File: src/rtl/load_store_unit.sv
// Multi-cycle load/store unit: effective-address/alignment check at accept, then a
// req/ack data-memory transfer with byte strobes, timeout, and extended load return.
module load_store_unit #(
  parameter int XLEN       = 32,
  parameter int ADDR_WIDTH = 32,
  parameter int TIMEOUT    = 255
) (
  input  logic                  clk,
  input  logic                  rst_n,
  input  logic                  req_valid,
  output logic                  req_ready,
  input  logic                  req_store,
  input  logic [2:0]            req_funct3,
  input  logic [XLEN-1:0]       req_base,
  input  logic [XLEN-1:0]       req_offset,
  input  logic [XLEN-1:0]       req_wdata,
  output logic                  rsp_valid,
  input  logic                  rsp_ready,
  output logic [XLEN-1:0]       rsp_data,
  output logic [1:0]            rsp_err,
  output logic                  mem_req,
  output logic                  mem_we,
  output logic [ADDR_WIDTH-1:0] mem_addr,
  output logic [XLEN/8-1:0]     mem_wstrb,
  output logic [XLEN-1:0]       mem_wdata,
  input  logic                  mem_ack,
  input  logic                  mem_err,
  input  logic [XLEN-1:0]       mem_rdata
);

  localparam int NB   = XLEN / 8;
  localparam int OFFW = $clog2(NB);
  localparam int CW   = (TIMEOUT > 0) ? $clog2(TIMEOUT + 1) : 1;

  typedef enum logic [1:0] {
    S_IDLE = 2'd0,
    S_BUS  = 2'd1,
    S_RESP = 2'd2
  } state_t;

  state_t r_state;
  state_t w_state_nxt;

  logic [2:0]            r_funct3;
  logic [OFFW-1:0]       r_off;
  logic [CW-1:0]         r_wait_cnt;
  logic [XLEN-1:0]       r_rsp_data;
  logic [1:0]            r_rsp_err;
  logic                  r_mem_we;
  logic [ADDR_WIDTH-1:0] r_mem_addr;
  logic [NB-1:0]         r_mem_wstrb;
  logic [XLEN-1:0]       r_mem_wdata;

  logic [XLEN-1:0]       w_ea;
  logic [OFFW-1:0]       w_off;
  logic [1:0]            w_size;
  logic                  w_illegal;
  logic                  w_misaligned;
  logic [NB-1:0]         w_size_mask;
  logic [XLEN-1:0]       w_wdata_masked;
  logic [XLEN-1:0]       w_load_shift;
  logic [XLEN-1:0]       w_load_tmp;
  logic [XLEN-1:0]       w_load_ext;
  logic [7:0]            w_ext_sh;
  logic [CW-1:0]         w_cnt_inc;
  logic                  w_timeout_hit;

  assign w_ea      = req_base + req_offset;
  assign w_off     = w_ea[OFFW-1:0];
  assign w_size    = req_funct3[1:0];
  assign w_cnt_inc = r_wait_cnt + CW'(1);
  assign w_timeout_hit = (TIMEOUT > 0) && (w_cnt_inc == CW'(TIMEOUT));

  assign req_ready = (r_state == S_IDLE);
  assign rsp_valid = (r_state == S_RESP);
  assign mem_req   = (r_state == S_BUS);
  assign rsp_data  = r_rsp_data;
  assign rsp_err   = r_rsp_err;
  assign mem_we    = r_mem_we;
  assign mem_addr  = r_mem_addr;
  assign mem_wstrb = r_mem_wstrb;
  assign mem_wdata = r_mem_wdata;

  // Accept-time decode: funct3 legality, alignment, size mask and lane-masked store data
  always_comb begin
    w_illegal      = 1'b0;
    w_misaligned   = 1'b0;
    w_size_mask    = '0;
    w_wdata_masked = '0;
    case (req_funct3)
      3'b000, 3'b001, 3'b010: w_illegal = 1'b0;
      3'b011:                 w_illegal = (XLEN != 64);
      3'b100, 3'b101:         w_illegal = req_store;
      3'b110:                 w_illegal = req_store || (XLEN != 64);
      default:                w_illegal = 1'b1;
    endcase
    case (w_size)
      2'd0:    w_misaligned = 1'b0;
      2'd1:    w_misaligned = (w_ea[0] != 1'b0);
      2'd2:    w_misaligned = (w_ea[1:0] != 2'b00);
      default: w_misaligned = (w_ea[2:0] != 3'b000);
    endcase
    case (w_size)
      2'd0:    w_size_mask = NB'(8'h01);
      2'd1:    w_size_mask = NB'(8'h03);
      2'd2:    w_size_mask = NB'(8'h0F);
      default: w_size_mask = NB'(8'hFF);
    endcase
    for (int i = 0; i < NB; i++) begin
      if (w_size_mask[i]) begin
        w_wdata_masked[8*i +: 8] = req_wdata[8*i +: 8];
      end else begin
        w_wdata_masked[8*i +: 8] = 8'h00;
      end
    end
  end

  // Load return: move addressed bytes to bit 0, then sign/zero-extend via shift pair
  always_comb begin
    w_load_shift = mem_rdata >> {r_off, 3'b000};
    case (r_funct3[1:0])
      2'd0:    w_ext_sh = 8'(XLEN - 8);
      2'd1:    w_ext_sh = 8'(XLEN - 16);
      2'd2:    w_ext_sh = 8'(XLEN - 32);
      default: w_ext_sh = 8'd0;
    endcase
    w_load_tmp = w_load_shift << w_ext_sh;
    if (r_funct3[2]) begin
      w_load_ext = w_load_tmp >> w_ext_sh;
    end else begin
      w_load_ext = XLEN'($signed(w_load_tmp) >>> w_ext_sh);
    end
  end

  // Next-state logic
  always_comb begin
    w_state_nxt = r_state;
    case (r_state)
      S_IDLE: begin
        if (req_valid) begin
          w_state_nxt = (w_illegal || w_misaligned) ? S_RESP : S_BUS;
        end else begin
          w_state_nxt = S_IDLE;
        end
      end
      S_BUS: begin
        if (mem_err || mem_ack || w_timeout_hit) begin
          w_state_nxt = S_RESP;
        end else begin
          w_state_nxt = S_BUS;
        end
      end
      S_RESP: begin
        if (rsp_ready) begin
          w_state_nxt = S_IDLE;
        end else begin
          w_state_nxt = S_RESP;
        end
      end
      default: w_state_nxt = S_IDLE;
    endcase
  end

  // State register
  always_ff @(posedge clk) begin
    if (!rst_n) begin
      r_state <= S_IDLE;
    end else begin
      r_state <= w_state_nxt;
    end
  end

  // Operation, bus and response registers
  always_ff @(posedge clk) begin
    if (!rst_n) begin
      r_funct3    <= 3'd0;
      r_off       <= '0;
      r_wait_cnt  <= '0;
      r_rsp_data  <= '0;
      r_rsp_err   <= 2'd0;
      r_mem_we    <= 1'b0;
      r_mem_addr  <= '0;
      r_mem_wstrb <= '0;
      r_mem_wdata <= '0;
    end else begin
      case (r_state)
        S_IDLE: begin
          if (req_valid) begin
            r_funct3    <= req_funct3;
            r_off       <= w_off;
            r_wait_cnt  <= '0;
            r_rsp_data  <= '0;
            r_mem_we    <= req_store;
            r_mem_addr  <= w_ea[ADDR_WIDTH-1:0] & ~ADDR_WIDTH'(NB - 1);
            r_mem_wstrb <= w_size_mask << w_off;
            r_mem_wdata <= req_store ? (w_wdata_masked << {w_off, 3'b000}) : '0;
            if (w_illegal) begin
              r_rsp_err <= 2'd3;
            end else if (w_misaligned) begin
              r_rsp_err <= 2'd1;
            end else begin
              r_rsp_err <= 2'd0;
            end
          end else begin
            r_wait_cnt <= r_wait_cnt;
          end
        end
        S_BUS: begin
          r_wait_cnt <= w_cnt_inc;
          // Bus error outranks a simultaneous ack; ack outranks a coincident timeout
          if (mem_err) begin
            r_rsp_err  <= 2'd2;
            r_rsp_data <= '0;
          end else if (mem_ack) begin
            r_rsp_err  <= 2'd0;
            r_rsp_data <= r_mem_we ? '0 : w_load_ext;
          end else if (w_timeout_hit) begin
            r_rsp_err  <= 2'd3;
            r_rsp_data <= '0;
          end else begin
            r_rsp_err  <= r_rsp_err;
          end
        end
        default: begin
          r_wait_cnt <= r_wait_cnt;
        end
      endcase
    end
  end

endmodule

File: config.mk
export PLATFORM = sky130hd
export DESIGN_NAME = load_store_unit
export DESIGN_NICKNAME = d
export VERILOG_FILES = /design/src/rtl/load_store_unit.sv
export SDC_FILE = /design/constraint.sdc
export NUM_CORES = 1
export LEC_CHECK = 0
export ABC_AREA = 1
export CAP_MARGIN = 5
export CORE_ASPECT_RATIO = 2
export CORE_MARGIN = 8
export CORE_UTILIZATION = 43
export DETAILED_ROUTE_END_ITERATION = 10
export PLACE_DENSITY_LB_ADDON = 0.2
export SYNTH_ARGS = -nofsm -noshare
export SYNTH_HDL_FRONTEND = slang
export SYNTH_SLANG_ARGS = --single-unit
File: constraint.sdc
create_clock -name clk -period 2.5 [get_ports clk]
set_input_delay 0.625 -clock clk [delete_from_list [all_inputs] [get_ports clk]]
set_output_delay 0.625 -clock clk [all_outputs]
set_load 0.005 [all_outputs]
==> summary.txt <==
Status
  – Status: complete, no violations

Power
  – Power Density: 570 nW/um^2
  – Leak Pwr: 5.28 nW
  – Peak VDD IR: 0.431 mV
  – Overall power: 6.66 mW

Setup path
  – Setup CP Type: input port to flip-flop
  – Critical path arrival: 2.75 ns
  – Crit end category: flip-flop
  – Req. time, crit path: 2.85 ns
  – Element type at the critical path start: input port
  – Crit-path max FO: 16

Global routing
  – Remaining Overflow, GRT: 0
  – GRT Resource Usage Total: 0.270
  – Vias in the first global route: 9521
  – Largest net degree at the start of global routing: 61
  – Global-route wire length before repair: 48.6 mm
  – Antenna violations before repair: 0

Clock tree
  – # hold bufs at CTS: 0
  – CTS tree: done
  – Clock Tree Root: clkbuf_16
  – Clock transition at path regs: 0.05 ns
  – TritonCTS Buffers: 17
  – Clock sink count: 116
  – Clock Path Buffers: 2
  – H-tree levels: 4
  – Clock latency on the worst-skew pair: 0.43 ns

Placed design
  – GP Congestion: 0.939
  – I/O Buffers: 241
  – DP HPWL: 25.3 mm

Logic synthesis
  – Top-area cell type share of the netlist area: 0.301
  – Post-synth ARST share: 0
  – Synth Flop Type: dfxtp_1
  – Synthesized area: 7710 um^2
  – Unique cell type count in the Yosys netlist: 44
  – EDFF count, synth: 0
  – Synth Register Bits: 116
  – Top post-synthesis cells by area: dfxtp_1 (30%), nand2_1 (18%), a21oi_1 (8.1%), nor2_1 (6.8%), nand3_1 (6.4%)
  – Sequential-to-total area share from yosys stat: 0.301
  – Area leader, netlist: dfxtp_1
  – Synth Instances: 1237
  – Syn Area/Cell: 6.23 um^2
  – Synth warn: 0

Route
  – Via Count: 9380
  – DRT iter0 DRCs: 533
  – Vias per Instance: 5.26
  – TritonRoute pass-1 iters: 5
  – Per-cell routed wire length: 17.6 um
  – Antenna Nets Post-Route: 0
  – Detailed-route DRC error count: 0
  – Routed wire length: 31.4 mm

Layout
  – Multi-input combinational cell area: 4610 um^2
  – Nets: 1727
  – Share of cells above drive strength 1: 0.117
  – Commonest non-fill, non-tap cell in the layout: nand2_1
  – Fillers: 1638
  – Area Overhead vs Synth: 51.7%
  – FF+latch area: 2320 um^2
  – Most frequent cells in the layout: nand2_1 (363), clkdlybuf4s50_1 (241), nor2_1 (139)

STA
  – Fin crit share: 0.957
  – Max Clock Freq: 418 MHz
  – Fin Setup TNS: 0 ns
  – Slew Limit Fails: 0
  – Clock skew: 0.00897 ns
  – Worst-Margin Slew: 0.542 ns
  – Slew HR: 0.636
  – Period minus WS final: 2.39 ns
  – Final Hold Viols: 0
  – Setup violators final: 0

Floorplan
  – Chip width: 111 um
  – DIE HEIGHT: 205 um
  – Initial core utilization: 0.436
  – IO Pins: 244
  – Die area: 22700 um^2
  – FP Rows: 69
  – Core ar.: 17700 um^2

Job
  – Number of max-cap violations: 0

Min path
  – Hold WC Path Type: flip-flop to flip-flop
## logic make-up (layout without fill, tap and decap cells)
group	Yosys count	count (layout)	share of synthesized area
AOI/OAI and AO/OA	241	241	0.176
xor gates and xnor gates	17	17	0.0193
adders and majority gates	34	34	0.0562
buffers and inverters	190	520	0.104
DFF	116	116	0.301
other	1	3	0.000486
and+or+nand+nor	638	638	0.342
## repair_timing
item | 4_1_cts | 5_1_grt
resized for setup | 0 | 7
setup buffers | 0 | 1
setup endpoints to repair | 0 | 9
## registers in the layout, summed over array words and instances, names as in the netlist
register / cells
r_funct3: 3
mem_we: 1
mem_addr: 30
mem_wstrb: 4
rsp_data: 32
r_wait_cnt: 8
mem_wdata: 32
rsp_err: 2
r_off: 2
r_state: 2
## Yosys cell counts, types with 4 or more instances
library cell,count
a32oi_1,8
nor2_1,140
nor3_1,5
buf_4,5
inv_1,124
inv_2,4
buf_1,7
clkbuf_1,30
buf_2,12
o31ai_1,5
a21oi_1,125
buf_6,4
o221ai_1,9
nand2_1,368
ha_1,33
o211ai_1,16
dfxtp_1,116
xor2_1,16
nand3_1,99
o21ai_0,65
nand3_2,7
nor2_2,4
## final cells by class
cell class                      instances  share of cell area
Multi-Input combinational cell        932               0.394
Timing Repair Buffer                  358               0.289
Sequential cell                       116               0.199
Inverter                              130              0.0418
Clock buffer                           20              0.0399
Tap cell                              213              0.0228
Clock inverter                         12              0.0132
Antenna cell                            1            0.000214
## critical path: stages
cell and delay, ns:
clkdlybuf4s50_1 0.47, ha_2 0.18, inv_1 0.06, fa_2 0.57, inv_1 0.06, buf_4 0.15, buf_12 0.15, a21oi_1 0.12
o21ai_0 0.10, nand2_1 0.09, nand2_1 0.05, a21oi_1 0.11
## stage by stage
step / instances / setup slack (ns) / cell area, um^2 / util / hold WS [ns]
floorplan: 1238 / 0.123 / 7710 / - / 0.459
global placement: 1748 / -0.386 / 11000 / 0.624 / 0.451
detailed placement: 1748 / -0.393 / 11000 / 0.624 / 0.456
CTS: 1780 / 0.0364 / 11700 / 0.659 / 0.464
global route: 1781 / -0.0238 / 11700 / 0.660 / 0.487
finish: 1782 / 0.107 / 11700 / 0.661 / 0.464
## report_power, final
group          internal (mW)  switching, mW  leakage (nW)  total, mW
clock network           1.64          0.942         0.298       2.59
registers               1.96         0.0762         0.946       2.04
logic                  0.954           1.08          4.04       2.04
total                   4.56           2.10          5.28       6.66
## layer usage
| layer | GRT usage | up-vias | wire [um] |
|---|---|---|---|
| met5 | 0 | - | 0 |
| met4 | 0.194 | 0 | 1950 |
| met3 | 0.0604 | 91 | 1660 |
| met2 | 0.536 | 345 | 17800 |
| met1 | 0.227 | 4291 | 9990 |
| li1 | - | 4653 | - |
## path summary, 6_finish.rpt
| check | from | to | slack, ns | cells after the start |
|---|---|---|---|---|
| worst min-delay path | mem_wdata[31] | mem_wdata[31] | 0.46 | 2 |
| worst max register to register | r_off[0] | rsp_data[18] | 0.41 | 11 |
| worst min register to register | mem_wdata[31] | mem_wdata[31] | 0.46 | 2 |
| worst max-delay path | req_base[0] | mem_wdata[24] | 0.11 | 12 |
Power figures use the tool's default switching activity.
